### src/rtl/clock_edit_controller.sv
// clock_edit_controller
// Turns debounced front-panel buttons into edit controls for the clock state
// storage: one-hot field select, up/down step pulses with hold-to-repeat, a
// clear pulse, edit-mode timeout and cursor blink timing.
module clock_edit_controller #(
    parameter int unsigned REPEAT_DELAY_CYC = 32'd50_000_000,
    parameter int unsigned REPEAT_RATE_CYC  = 32'd10_000_000,
    parameter int unsigned IDLE_TIMEOUT_CYC = 32'd1_000_000_000,
    parameter int unsigned BLINK_HALF_CYC   = 32'd25_000_000
) (
    input  logic       clk,
    input  logic       resetN,
    input  logic       btnMode,
    input  logic       btnClear,
    input  logic       btnUp,
    input  logic       btnDown,
    output logic [2:0] cursorPos,
    output logic       up,
    output logic       down,
    output logic       clearTime,
    output logic       editing,
    output logic       blinkOn
);

    // Mode FSM encoding
    localparam logic [1:0] MODE_RUN      = 2'd0;
    localparam logic [1:0] MODE_EDIT_HR  = 2'd1;
    localparam logic [1:0] MODE_EDIT_MIN = 2'd2;
    localparam logic [1:0] MODE_EDIT_SEC = 2'd3;

    // Key tracker encoding
    localparam logic [1:0] KEY_NONE    = 2'd0;
    localparam logic [1:0] KEY_UP      = 2'd1;
    localparam logic [1:0] KEY_DOWN    = 2'd2;
    localparam logic [1:0] KEY_BLOCKED = 2'd3;

    // Terminal counts: a counter matching its "last" value expires this edge
    localparam logic [31:0] REP_DELAY_LAST = 32'(REPEAT_DELAY_CYC - 32'd1);
    localparam logic [31:0] REP_RATE_LAST  = 32'(REPEAT_RATE_CYC - 32'd1);
    localparam logic [29:0] IDLE_LAST      = 30'(IDLE_TIMEOUT_CYC - 32'd1);
    localparam logic [31:0] BLINK_LAST     = 32'(BLINK_HALF_CYC - 32'd1);

    // One-hot field select for a mode; RUN selects nothing
    function automatic logic [2:0] cursor_of(input logic [1:0] mode);
        logic [2:0] sel;
        case (mode)
            MODE_EDIT_HR:  sel = 3'b100;
            MODE_EDIT_MIN: sel = 3'b010;
            MODE_EDIT_SEC: sel = 3'b001;
            default:       sel = 3'b000;
        endcase
        return sel;
    endfunction

    // State registers
    logic [1:0]  mode_r;
    logic [1:0]  key_r;
    logic        up_prev_r;
    logic        down_prev_r;
    logic [31:0] rep_cnt_r;
    logic        rep_phase_r;   // 0: waiting for first repeat, 1: steady rate
    logic [29:0] idle_cnt_r;
    logic [31:0] blink_cnt_r;
    logic        blink_r;
    logic [2:0]  cursor_r;
    logic        editing_r;
    logic        up_r;
    logic        down_r;
    logic        clear_r;

    // Next-state signals
    logic [1:0]  mode_next_s;
    logic [1:0]  key_next_s;
    logic [31:0] rep_cnt_next_s;
    logic        rep_phase_next_s;
    logic        step_s;
    logic        up_next_s;
    logic        down_next_s;
    logic [29:0] idle_cnt_next_s;
    logic [31:0] blink_cnt_next_s;
    logic        blink_next_s;
    logic        activity_s;
    logic        edit_s;
    logic        up_rise_s;
    logic        down_rise_s;

    assign activity_s  = btnMode | btnClear | btnUp | btnDown;
    assign edit_s      = (mode_r != MODE_RUN);
    assign up_rise_s   = btnUp & ~up_prev_r;
    assign down_rise_s = btnDown & ~down_prev_r;

    // Mode FSM: advance on btnMode, fall back to RUN after the idle timeout
    always_comb begin
        mode_next_s = mode_r;
        if (btnMode) begin
            case (mode_r)
                MODE_RUN:      mode_next_s = MODE_EDIT_HR;
                MODE_EDIT_HR:  mode_next_s = MODE_EDIT_MIN;
                MODE_EDIT_MIN: mode_next_s = MODE_EDIT_SEC;
                MODE_EDIT_SEC: mode_next_s = MODE_RUN;
                default:       mode_next_s = MODE_RUN;
            endcase
        end else if (edit_s && !activity_s && (idle_cnt_r == IDLE_LAST)) begin
            mode_next_s = MODE_RUN;
        end else begin
            mode_next_s = mode_r;
        end
    end

    // Idle counter: cleared by activity, parked at zero in RUN
    always_comb begin
        idle_cnt_next_s = 30'd0;
        if (activity_s || (mode_next_s == MODE_RUN)) begin
            idle_cnt_next_s = 30'd0;
        end else begin
            idle_cnt_next_s = idle_cnt_r + 30'd1;
        end
    end

    // Key tracker: one active direction at a time, conflicts lock out until both keys release
    always_comb begin
        key_next_s = key_r;
        case (key_r)
            KEY_NONE: begin
                if (up_rise_s && down_rise_s) begin
                    key_next_s = KEY_BLOCKED;
                end else if (up_rise_s) begin
                    key_next_s = btnDown ? KEY_BLOCKED : KEY_UP;
                end else if (down_rise_s) begin
                    key_next_s = btnUp ? KEY_BLOCKED : KEY_DOWN;
                end else begin
                    key_next_s = KEY_NONE;
                end
            end
            KEY_UP: begin
                if (btnDown || btnMode) begin
                    key_next_s = KEY_BLOCKED;
                end else if (!btnUp) begin
                    key_next_s = KEY_NONE;
                end else begin
                    key_next_s = KEY_UP;
                end
            end
            KEY_DOWN: begin
                if (btnUp || btnMode) begin
                    key_next_s = KEY_BLOCKED;
                end else if (!btnDown) begin
                    key_next_s = KEY_NONE;
                end else begin
                    key_next_s = KEY_DOWN;
                end
            end
            KEY_BLOCKED: begin
                if (!btnUp && !btnDown) begin
                    key_next_s = KEY_NONE;
                end else begin
                    key_next_s = KEY_BLOCKED;
                end
            end
            default: key_next_s = KEY_BLOCKED;
        endcase
    end

    // Step generation: one step on entry, first repeat after the delay, then at the rate
    always_comb begin
        step_s           = 1'b0;
        rep_cnt_next_s   = 32'd0;
        rep_phase_next_s = 1'b0;
        if (key_next_s != key_r) begin
            step_s           = (key_next_s == KEY_UP) || (key_next_s == KEY_DOWN);
            rep_cnt_next_s   = 32'd0;
            rep_phase_next_s = 1'b0;
        end else if ((key_r == KEY_UP) || (key_r == KEY_DOWN)) begin
            if ((!rep_phase_r && (rep_cnt_r == REP_DELAY_LAST)) ||
                (rep_phase_r && (rep_cnt_r == REP_RATE_LAST))) begin
                step_s           = 1'b1;
                rep_cnt_next_s   = 32'd0;
                rep_phase_next_s = 1'b1;
            end else begin
                rep_cnt_next_s   = rep_cnt_r + 32'd1;
                rep_phase_next_s = rep_phase_r;
            end
        end else begin
            rep_cnt_next_s   = 32'd0;
            rep_phase_next_s = 1'b0;
        end
    end

    // Steps only reach the outputs while a field is being edited
    always_comb begin
        up_next_s   = 1'b0;
        down_next_s = 1'b0;
        if (step_s && edit_s) begin
            up_next_s   = (key_next_s == KEY_UP);
            down_next_s = (key_next_s == KEY_DOWN);
        end else begin
            up_next_s   = 1'b0;
            down_next_s = 1'b0;
        end
    end

    // Blink: solid in RUN, restarted lit on field entry and on every step
    always_comb begin
        blink_next_s     = 1'b1;
        blink_cnt_next_s = 32'd0;
        if (mode_next_s == MODE_RUN) begin
            blink_next_s     = 1'b1;
            blink_cnt_next_s = 32'd0;
        end else if (mode_next_s != mode_r) begin
            blink_next_s     = 1'b1;
            blink_cnt_next_s = 32'd0;
        end else if (up_next_s || down_next_s) begin
            blink_next_s     = 1'b1;
            blink_cnt_next_s = 32'd0;
        end else if (blink_cnt_r == BLINK_LAST) begin
            blink_next_s     = ~blink_r;
            blink_cnt_next_s = 32'd0;
        end else begin
            blink_next_s     = blink_r;
            blink_cnt_next_s = blink_cnt_r + 32'd1;
        end
    end

    // State and output registers; tracker wakes up BLOCKED so a held key never fires
    always_ff @(posedge clk or negedge resetN) begin
        if (!resetN) begin
            mode_r      <= MODE_RUN;
            key_r       <= KEY_BLOCKED;
            up_prev_r   <= 1'b0;
            down_prev_r <= 1'b0;
            rep_cnt_r   <= 32'd0;
            rep_phase_r <= 1'b0;
            idle_cnt_r  <= 30'd0;
            blink_cnt_r <= 32'd0;
            blink_r     <= 1'b1;
            cursor_r    <= 3'b000;
            editing_r   <= 1'b0;
            up_r        <= 1'b0;
            down_r      <= 1'b0;
            clear_r     <= 1'b0;
        end else begin
            mode_r      <= mode_next_s;
            key_r       <= key_next_s;
            up_prev_r   <= btnUp;
            down_prev_r <= btnDown;
            rep_cnt_r   <= rep_cnt_next_s;
            rep_phase_r <= rep_phase_next_s;
            idle_cnt_r  <= idle_cnt_next_s;
            blink_cnt_r <= blink_cnt_next_s;
            blink_r     <= blink_next_s;
            cursor_r    <= cursor_of(mode_next_s);
            editing_r   <= (mode_next_s != MODE_RUN);
            up_r        <= up_next_s;
            down_r      <= down_next_s;
            clear_r     <= btnClear;
        end
    end

    assign cursorPos = cursor_r;
    assign editing   = editing_r;
    assign up        = up_r;
    assign down      = down_r;
    assign clearTime = clear_r;
    assign blinkOn   = blink_r;

endmodule
### config.mk
export PLATFORM = sky130hd
export DESIGN_NAME = clock_edit_controller
export DESIGN_NICKNAME = d
export VERILOG_FILES = /design/src/rtl/clock_edit_controller.sv
export SDC_FILE = /design/constraint.sdc
export NUM_CORES = 1
export LEC_CHECK = 0
export BUFFER_PORTS_ARGS = -buffer_cell sky130_fd_sc_hd__buf_2
export CORE_AREA = 2 2 94 105
export DETAILED_ROUTE_END_ITERATION = 8
export DIE_AREA = 0 0 96 107
export GPL_TIMING_DRIVEN = 1
export PLACE_DENSITY = 0.79
export RECOVER_POWER = 25
export SLEW_MARGIN = 20
export SYNTH_ARGS = -nofsm -noshare
export SYNTH_HDL_FRONTEND = slang
export SYNTH_SLANG_ARGS = --single-unit
### constraint.sdc
create_clock -name clk -period 3.9 [get_ports clk]
set_input_delay 0 -clock clk [delete_from_list [all_inputs] [get_ports clk]]
set_output_delay 0 -clock clk [all_outputs]
set_load 0.01 [all_outputs]
==> impl_metrics.ini, run 1 <==
[floorplan]
die_h_um = 107
num_rows = 37
start_util_pct = 62.0
coreArea_um2 = 9210
die_w_um = 96
io_pins = 14
dieArea_um2 = 10300

[synthesis]
synth_edf_count = 0
synth_area_um2 = 5710
yosysWarnings = 0
async_reset_ff_share_pct = 100
ys_ff_latch = 109
synth_nets = 609
synth_flop_cell = dfrtp_1
netlist_instances = 592
synth.yosys.seq_area_share_pct = 47.8
syn_avg_cell_area_um2 = 9.65
yosysUniqueCellTypes = 49

[critical_path]
startpoint_type = register
crit_chain = inv_1, ha_1, nor2b_1, o21a_1, a211oi_4, inv_1, ha_1, o21bai_1, or2_2, nor2_1, mux2i_1, o2111ai_4, buf_12, nor3_1
cp_data_required_time_ns = 4.17
path_delay_family = compound AO/OA/AOI/OAI gates
slowest_stage = dfstp_2
cp_max_fo = 20
cp.buffers_inverters = 3
crit_type = reg -> reg
worstSetupEndpointType = register
critPathMaxStageDelay_ns = 0.56
worstPathArrival_ns = 3.76

[cts]
cts_sinks = 109
clkLatencyLatePin_ns = 0.37
cts_tree = built
max-clock-path-buffers = 2
post_cts_buffers = 0
h-tree-depth = 3
cts_root_buf = clkbuf_8
cts_buffers = 9
clk_pin_slew_ns = 0.10

[final_layout]
fin_nets = 622
multiInputGateArea_um2 = 2810
regArea_um2 = 2730
area_growth_pct = 6.44
layout-drive-gt1-share_pct = 6.39
fillCellCount = 719
diodes = 0

[sta]
setup_viol = 0
setup_tns_ns = 0
finClkSkew_ns = 0.0105
worst_pin_slew_ns = 1.69
finalHoldViolCount = 0
clock.fmax_mhz = 287
finalCritPeriodShare_pct = 89.4
rsz0062_at_grt = false
drv_slew = 72
slew_headroom_pct = -12.6
period_minus_slack_ns = 3.49

[global_routing]
grt_max_degree = 72
antenna_found_initial = 0
overflow = 0
grt_pass1_vias = 4230
grt_usage_pct = 23.5
grt_pass1_wl_um = 19200

[route]
drtIter0Drc = 308
highest_layer = met4
wl_met3_um = 273
ant_nets = 0
wl_met2_um = 5790
dr.pass1.iters = 4
routed_wl_um = 11200
drc_errors = 0
viasPerCell = 5.92
vias = 4307
m1WireLength_um = 4990
wl_per_cell_um = 15.4

[pwr]
ir_drop_uv = 302
power_density_nw_per_um2 = 472
fin_total_pwr_uw = 2870
leakagePower_uw = 0.00250

[worst_hold_path]
hp-class = in -> reg

[flow_run]
cap_violations = 1

[status]
violations = max-capacitance violations, max-slew violations
status = complete, but fails checks

[place]
hpwl_um = 7620
routabilityCongestion = 0.891
place.port_buffers = 13
layout by cell type (no fill, tap or decap), types with 4 or more instances in the layout:
master         Yosys  routed
a21oi_1            5       5
and3_1            21      21
and4_1            14      14
clkbuf_1           5      11
clkbuf_8           0      10
dfrtp_1          106     106
dlygate4sd3_1      0       5
ha_1              11      11
inv_1             16      16
nand2_1           49      49
nand3_1           38      38
nand4_1           24      24
nor2_1            89      89
nor2b_1            4       4
nor3_1            39      39
nor3_2             5       5
nor4_1            13      13
o21ai_0            6       6
or3_1              5       5
xnor2_1           45      45
xor2_1            45      45
synth_stat cells, types with 3 or more instances:
master / number / area [um^2]
dfrtp_1: 106 / 2650
nor2_1: 89 / 334
nand2_1: 49 / 184
xnor2_1: 45 / 394
xor2_1: 45 / 394
nor3_1: 39 / 195
nand3_1: 38 / 190
nand4_1: 24 / 150
and3_1: 21 / 131
inv_1: 16 / 60.1
and4_1: 14 / 123
nor4_1: 13 / 81.3
ha_1: 11 / 138
buf_2: 9 / 45.0
o21ai_0: 6 / 30.0
a21oi_1: 5 / 25.0
clkbuf_1: 5 / 18.8
nor3_2: 5 / 50.1
or3_1: 5 / 31.3
buf_6: 4 / 45.0
nor2b_1: 4 / 25.0
dfstp_2: 3 / 78.8
nor4b_1: 3 / 26.3
report_power, final:
part / leakage [uW] / internal [uW] / switching, uW
Clock: 0.0000870 / 257 / 387
Combinational: 0.000915 / 333 / 642
Sequential: 0.00149 / 1200 / 50.5
flip-flops by register name, indices dropped and copies added, names as in the netlist:
name,flops
cursorPos,3
up_prev_r,1
down,1
rep_cnt_r,32
up,1
idle_cnt_r,30
rep_phase_r,1
blinkOn,1
blink_cnt_r,32
clearTime,1
editing,1
mode_r,2
key_r,2
down_prev_r,1
area by class of cell:
class	instances	area share, %
clock buffers	11	2.33
clock inverters	5	0.679
inverters	16	0.988
repair buffers	22	2.39
flip-flops and latches	109	44.9
well taps	117	2.41
multi-input cells	447	46.3
cells by family after synthesis:
family                     share of synthesized area (%)
AOI/OAI and AO/OA                                   3.40
xor gates and xnor gates                            14.1
adders and majority gates                           2.41
buffers and inverters                               3.22
DFF                                                 47.8
muxes                                              0.351
and+or+nand+nor                                     28.7
routing by layer:
layer / GRT usage, % / up-vias
met2: 38.6 / 53
met3: 4.43 / 11
met1: 31.0 / 2167
met5: 0 / -
met4: 8.47 / 0
li1: - / 2076
final timing paths:
path | startpoint | end | slack (ns) | depth (start not counted)
min | btnClear | clearTime$_DFF_PN0_ | 0.33 | 2
max | key_r[0]$_DFF_PN1_ | blink_cnt_r[9]$_DFF_PN0_ | 0.41 | 14
max in group asynchronous | resetN | rep_cnt_r[28]$_DFF_PN0_ | 1.99 | 3
min reg2reg | blink_cnt_r[0]$_DFF_PN0_ | blink_cnt_r[0]$_DFF_PN0_ | 0.51 | 1
max reg2reg | key_r[0]$_DFF_PN1_ | blink_cnt_r[9]$_DFF_PN0_ | 0.41 | 14
min in group asynchronous | resetN | blink_cnt_r[24]$_DFF_PN0_ | 0.60 | 2
through the flow:
stage | util (%) | hold slack (ns) | setup WS (ns) | cell area, um^2 | std cells
finish | 66.0 | 0.331 | 0.413 | 6080 | 727
global placement | 63.5 | 0.142 | 0.630 | 5850 | 706
detailed placement | 63.5 | 0.145 | 0.326 | 5850 | 706
global route | 66.0 | 0.323 | 0.0966 | 6080 | 727
floorplan | - | -0.296 | 0.981 | 5710 | 592
CTS | 66.0 | 0.294 | 0.332 | 6080 | 727
what timing repair did:
action,in CTS,in global routing
gates resized for setup,0,1
hold buffers,5,0
endpoints found under the setup margin,0,1
endpoints found under the hold margin,75,0
Power figures use the tool's default switching activity.
==> run 2: changes to the inputs <==
- ABC_CLOCK_PERIOD_IN_PS: unset -> 3900
- CORE_AREA: 2 2 94 105 -> 2 2 111 124
- DIE_AREA: 0 0 96 107 -> 0 0 113 126
- PLACE_DENSITY: 0.79 -> unset
==> run 2 against run 1 <==
Setup slack better by 0.096 ns. Largest cell class unchanged. Sequential cell count did not move. Die area grew 39%. Non-clock buffer count up 3. Via count decreased by 3.6%. The flow finishes with violations (design-rule violations, max-capacitance violations, max-slew violations). Critical path depth is 1 lower. Sequential share of layout area decreased by 1.2 points. Core utilization fell by 18 points. Final area increased by 2.7%. Total power grew 8.4%.
==> impl_metrics.ini, run 2 (synthesized netlist as in run 1, its figures left out) <==
[place]
dpl_cell_area_um2 = 5910
placedCellCount = 753
place.port_buffers = 13
routabilityCongestion = 0.787
hpwl_um = 7700

[pwr]
leakagePower_uw = 0.00255
power_density_nw_per_um2 = 498
ir_drop_uv = 281

[cts]
post_cts_buffers = 0
clkLatencyLatePin_ns = 0.36
h-tree-depth = 3
cts_hold_buffers = 5
clk_pin_slew_ns = 0.07
cts_root_buf = clkbuf_16
post_cts_resized = 0
max-clock-path-buffers = 2
cts_tree = built
cts_buffers = 9
cts_sinks = 109

[critical_path]
critPathMaxStageDelay_ns = 0.55
r2r-end = blink_cnt_r[14]$_DFF_PN0_
startpoint_type = register
worstSetupEndpointType = register
crit_type = reg -> reg
ff2ff_setup_slack_ns = 0.51
rr_startpoint = key_r[0]$_DFF_PN1_
worstPathArrival_ns = 3.65
cp_max_fo = 17
crit_chain = inv_1, ha_1, o41ai_1, a32o_1, inv_1, ha_1, o21bai_1, or2_2, nor2_1, mux2i_1, o2111ai_2, buf_4, nor3_1
reg2reg_depth = 13
cp_data_required_time_ns = 4.16
slowest_stage = dfstp_2

[final_layout]
fillCellCount = 1193
instances_no_fill = 773
fin_area_um2 = 6240
top_regs = blink_cnt_r (32), rep_cnt_r (32), idle_cnt_r (30)
fin_nets = 625
final_cell_mix = dfrtp_1, nor2_1, nand2_1
area_growth_pct = 9.31
diodes = 0
final_common_cell = dfrtp_1
layout-drive-gt1-share_pct = 6.37

[sta]
finalCritPeriodShare_pct = 86.9
setup_viol = 0
period_minus_slack_ns = 3.39
clock.fmax_mhz = 295
slew_headroom_pct = -18.8
worst_pin_slew_ns = 1.78
finClkSkew_ns = 0.00996
drv_slew = 71
hold_slack_ns = 0.342
setup_tns_ns = 0
rsz0062_at_grt = false
finalHoldViolCount = 0

[floorplan]
io_pins = 14
die_h_um = 126
start_util_pct = 44.0
die_w_um = 113
num_rows = 44
coreArea_um2 = 13000
dieArea_um2 = 14200

[global_routing]
busiest_layer = met2
grtUsageMet2_pct = 28.3
overflow = 0
met3_usage_pct = 4.57
grt_pass1_vias = 4330
grt_max_degree = 71
grt_pass1_wl_um = 20500
antenna_found_initial = 0
grt_usage_pct = 17.6
grt_util_met1_pct = 23.2

[route]
routed_wl_um = 11500
viasPerCell = 5.37
ant_nets = 0
vias = 4150
drc_errors = 1
wl_per_cell_um = 14.9
drtIter0Drc = 240
dr.pass1.iters = 6

[worst_hold_path]
holdCritStartpoint = btnClear
hp-class = in -> reg
hold-path-cell-count = 2
hold_end = clearTime$_DFF_PN0_

[flow_run]
cap_violations = 1

[status]
violations = design-rule violations, max-capacitance violations, max-slew violations
status = complete, but fails checks
run 2: cell count changes in the layout (fill, tap and decap cells not counted), moves of 3 or more:
cell,delta
buf_4,+4
clkbuf_16,+9
clkbuf_8,-9
inv_6,-3
run 2: worst max-delay path by stage:
stage / from / to / slack, ns / depth (start not counted)
after floorplan: key_r[0]$_DFF_PN1_ / blink_cnt_r[21]$_DFF_PN0_ / 0.98 / 12
after global placement: key_r[0]$_DFF_PN1_ / blink_cnt_r[26]$_DFF_PN0_ / 0.71 / 13
after detailed placement: key_r[0]$_DFF_PN1_ / blink_cnt_r[14]$_DFF_PN0_ / 0.55 / 13
after CTS: key_r[0]$_DFF_PN1_ / blink_cnt_r[12]$_DFF_PN0_ / 0.49 / 13
after global routing: key_r[1]$_DFF_PN1_ / blink_cnt_r[12]$_DFF_PN0_ / 0.29 / 14
final: key_r[0]$_DFF_PN1_ / blink_cnt_r[14]$_DFF_PN0_ / 0.51 / 13
run 2: worst max-delay path: cells and delay by family (launching register included):
kind                     cells  cell delay, ns
multiplexers                 1            0.17
AND/OR/NAND/NOR              3            0.42
flip-flops                   1            0.55
AO/OA/AOI/OAI                4            1.19
adder cells (fa/ha/maj)      2            0.48
buffers and inverters        3            0.48
run 2: cell type report:
class / instances / area (um^2) / share of cell area [%]
Sequential cell: 109 / 2730 / 43.8
Multi-Input combinational cell: 447 / 2800 / 44.9
Clock buffer: 12 / 246 / 3.95
Inverter: 16 / 60.1 / 0.962
Tap cell: 161 / 201 / 3.23
Clock inverter: 3 / 46.3 / 0.742
Timing Repair Buffer: 25 / 155 / 2.49
run 2: through the flow:
stage          utilization, %  worst slack (ns)  total power, uW
2_1_floorplan               -             0.981             1940
3_3_place_gp             45.5             0.715             2170
3_5_place_dp             45.5             0.549             2210
4_1_cts                  48.2             0.492             3140
5_1_grt                  48.0             0.291             3310
6_report                 48.0             0.509             3110
run 2: power by group:
part / leakage [uW] / internal, uW / switching (uW)
logic: 0.000924 / 304 / 629
clock network: 0.000139 / 514 / 411
registers: 0.00149 / 1200 / 51.0
run 2: per-layer routing:
layer | part of all wire (%) | wire [um]
met1 | 48 | 5490
met2 | 48 | 5480
met3 | 2.5 | 289
met4 | 2.0 | 225
met5 | 0 | 0
==> run 3: changes to the inputs <==
- ABC_CLOCK_PERIOD_IN_PS: 3900 -> 3600
- clock period: 3.9 -> 3.6 ns (I/O delays scaled with it)
==> run 3 against run 2 <==
The run still ends with design-rule violations, max-capacitance violations, max-slew violations left. First-iteration DRC count down 13%. Combinational power up 9%. Largest power group unchanged. Total power up 7.7%. Clock-buffer cell count down 1. Clock skew down 0.0011 ns. Die area unchanged. Largest cell class unchanged. Highest routed layer unchanged. Final area unchanged. Maximum frequency up 3.7%. Wire length down 1.1%. Critical path depth unchanged.
==> impl_metrics.ini, run 3 (synthesized netlist as in run 1, its figures left out) <==
[critical_path]
crit_type = reg -> reg
cp_max_fo = 20
path_delay_family = compound AO/OA/AOI/OAI gates
cp_data_required_time_ns = 3.86
crit_chain = inv_1, ha_1, o41ai_1, a32o_1, inv_1, ha_1, o21bai_1, or2_2, nor2_1, mux2i_1, o2111ai_2, buf_4, nor3_1
cp.buffers_inverters = 3
startpoint_type = register
slowest_stage = dfstp_2
worstPathArrival_ns = 3.53
worstSetupEndpointType = register
critPathMaxStageDelay_ns = 0.55
ff2ff_setup_slack_ns = 0.33

[floorplan]
dieArea_um2 = 14200
io_pins = 14
die_w_um = 113
start_util_pct = 44.0
coreArea_um2 = 13000
die_h_um = 126
num_rows = 44

[sta]
period_minus_slack_ns = 3.27
clock.fmax_mhz = 306
setup_viol = 0
finalHoldViolCount = 0
layout_setup_ws_ns = 0.330
hold_slack_ns = 0.357
finClkSkew_ns = 0.00888
finalCritPeriodShare_pct = 90.8
rsz0062_at_grt = false
worst_pin_slew_ns = 2.02
setup_tns_ns = 0
drv_slew = 83
slew_headroom_pct = -34.6

[pwr]
fin_total_pwr_uw = 3350
seqPwrFrac_pct = 40.3
power_frac_clock_pct = 29.2
swShare_pct = 36.1
power_frac_comb_pct = 30.4
switchingPower_uw = 1210
leakagePower_uw = 0.00256
power_density_nw_per_um2 = 536
ir_drop_uv = 329
internal_power_uw = 2140

[route]
drtIter0Drc = 209
viasPerCell = 5.45
routed_wl_um = 11400
ant_nets = 0
dr.pass1.iters = 6
drc_errors = 1
wl_per_cell_um = 14.7
vias = 4217

[flow_run]
cap_violations = 1

[final_layout]
layout-drive-gt1-share_pct = 7.18
final_common_cell = dfrtp_1
final_cell_mix = dfrtp_1, nor2_1, nand2_1
area_growth_pct = 9.31
fin_nets = 625
fin_area_um2 = 6240
top_regs = blink_cnt_r (32), rep_cnt_r (32), idle_cnt_r (30)
diodes = 0

[cts]
cts_tree = built
cts_buffers = 9
cts_hold_buffers = 5
post_cts_resized = 0
cts_sinks = 109
clk_pin_slew_ns = 0.07
post_cts_buffers = 0
h-tree-depth = 3
clkLatencyLatePin_ns = 0.36
max-clock-path-buffers = 2
cts_root_buf = clkbuf_16

[global_routing]
grt_max_degree = 83
grt_usage_pct = 17.0
grt_pass1_vias = 4295
antenna_found_initial = 0
grt_pass1_wl_um = 19800
overflow = 0

[worst_hold_path]
hp-class = in -> reg

[place]
place.port_buffers = 13
routabilityCongestion = 0.803
dpl_cell_area_um2 = 5910
dpl_worst_slack_ns = 0.353
hpwl_um = 7630

[status]
status = complete, but fails checks
violations = design-rule violations, max-capacitance violations, max-slew violations
==> run 3: final timing paths <==
check | to | startpoint | cells after the start
worst max-delay path | blink_cnt_r[21]$_DFF_PN0_ | key_r[0]$_DFF_PN1_ | 13
worst min-delay path | clearTime$_DFF_PN0_ | btnClear | 2
worst max register to register | blink_cnt_r[21]$_DFF_PN0_ | key_r[0]$_DFF_PN1_ | 13
worst min register to register | rep_cnt_r[0]$_DFF_PN0_ | rep_cnt_r[0]$_DFF_PN0_ | 1
max in group asynchronous | blinkOn$_DFFE_PN1P_ | resetN | 3
min in group asynchronous | idle_cnt_r[5]$_DFF_PN0_ | resetN | 2
==> run 3: layer usage <==
metal,vias to the layer above,track usage [%],share of wire (%)
li1,2074,-,-
met1,2104,22.1,47
met2,26,28.2,49
met3,13,4.23,2.3
met4,0,5.24,1.4
met5,-,0,0
==> run 3: worst register-to-register path: cells and delay by family (launching register included) <==
family	cells	cell delay, ns
AOI/OAI and AO/OA	4	1.11
adders and majority gates	2	0.47
and+or+nand+nor	3	0.43
buffers and inverters	3	0.46
muxes	1	0.16
DFF	1	0.55
==> run 3: final cells by class <==
type / instances / area (um^2)
Fill cell: 1191 / 6750
Sequential cell: 109 / 2730
Clock buffer: 11 / 253
Timing Repair Buffer: 25 / 156
Tap cell: 161 / 201
Multi-Input combinational cell: 447 / 2800
Inverter: 16 / 60.1
Clock inverter: 5 / 38.8
==> run 3: power groups by stage <==
stage | Combinational (uW) | Clock (uW) | Sequential (uW)
floorplan | 731 | 0 | 1370
global placement | 982 | 0 | 1370
detailed placement | 1020 | 0 | 1370
CTS | 1030 | 1010 | 1350
global route | 1140 | 1060 | 1360
finish | 1020 | 979 | 1350
==> run 3: stage by stage <==
stage          instances  utilization (%)
2_1_floorplan        592                -
3_3_place_gp         753             45.5
3_5_place_dp         753             45.5
4_1_cts              774             48.2
5_1_grt              774             48.0
6_report             774             48.0
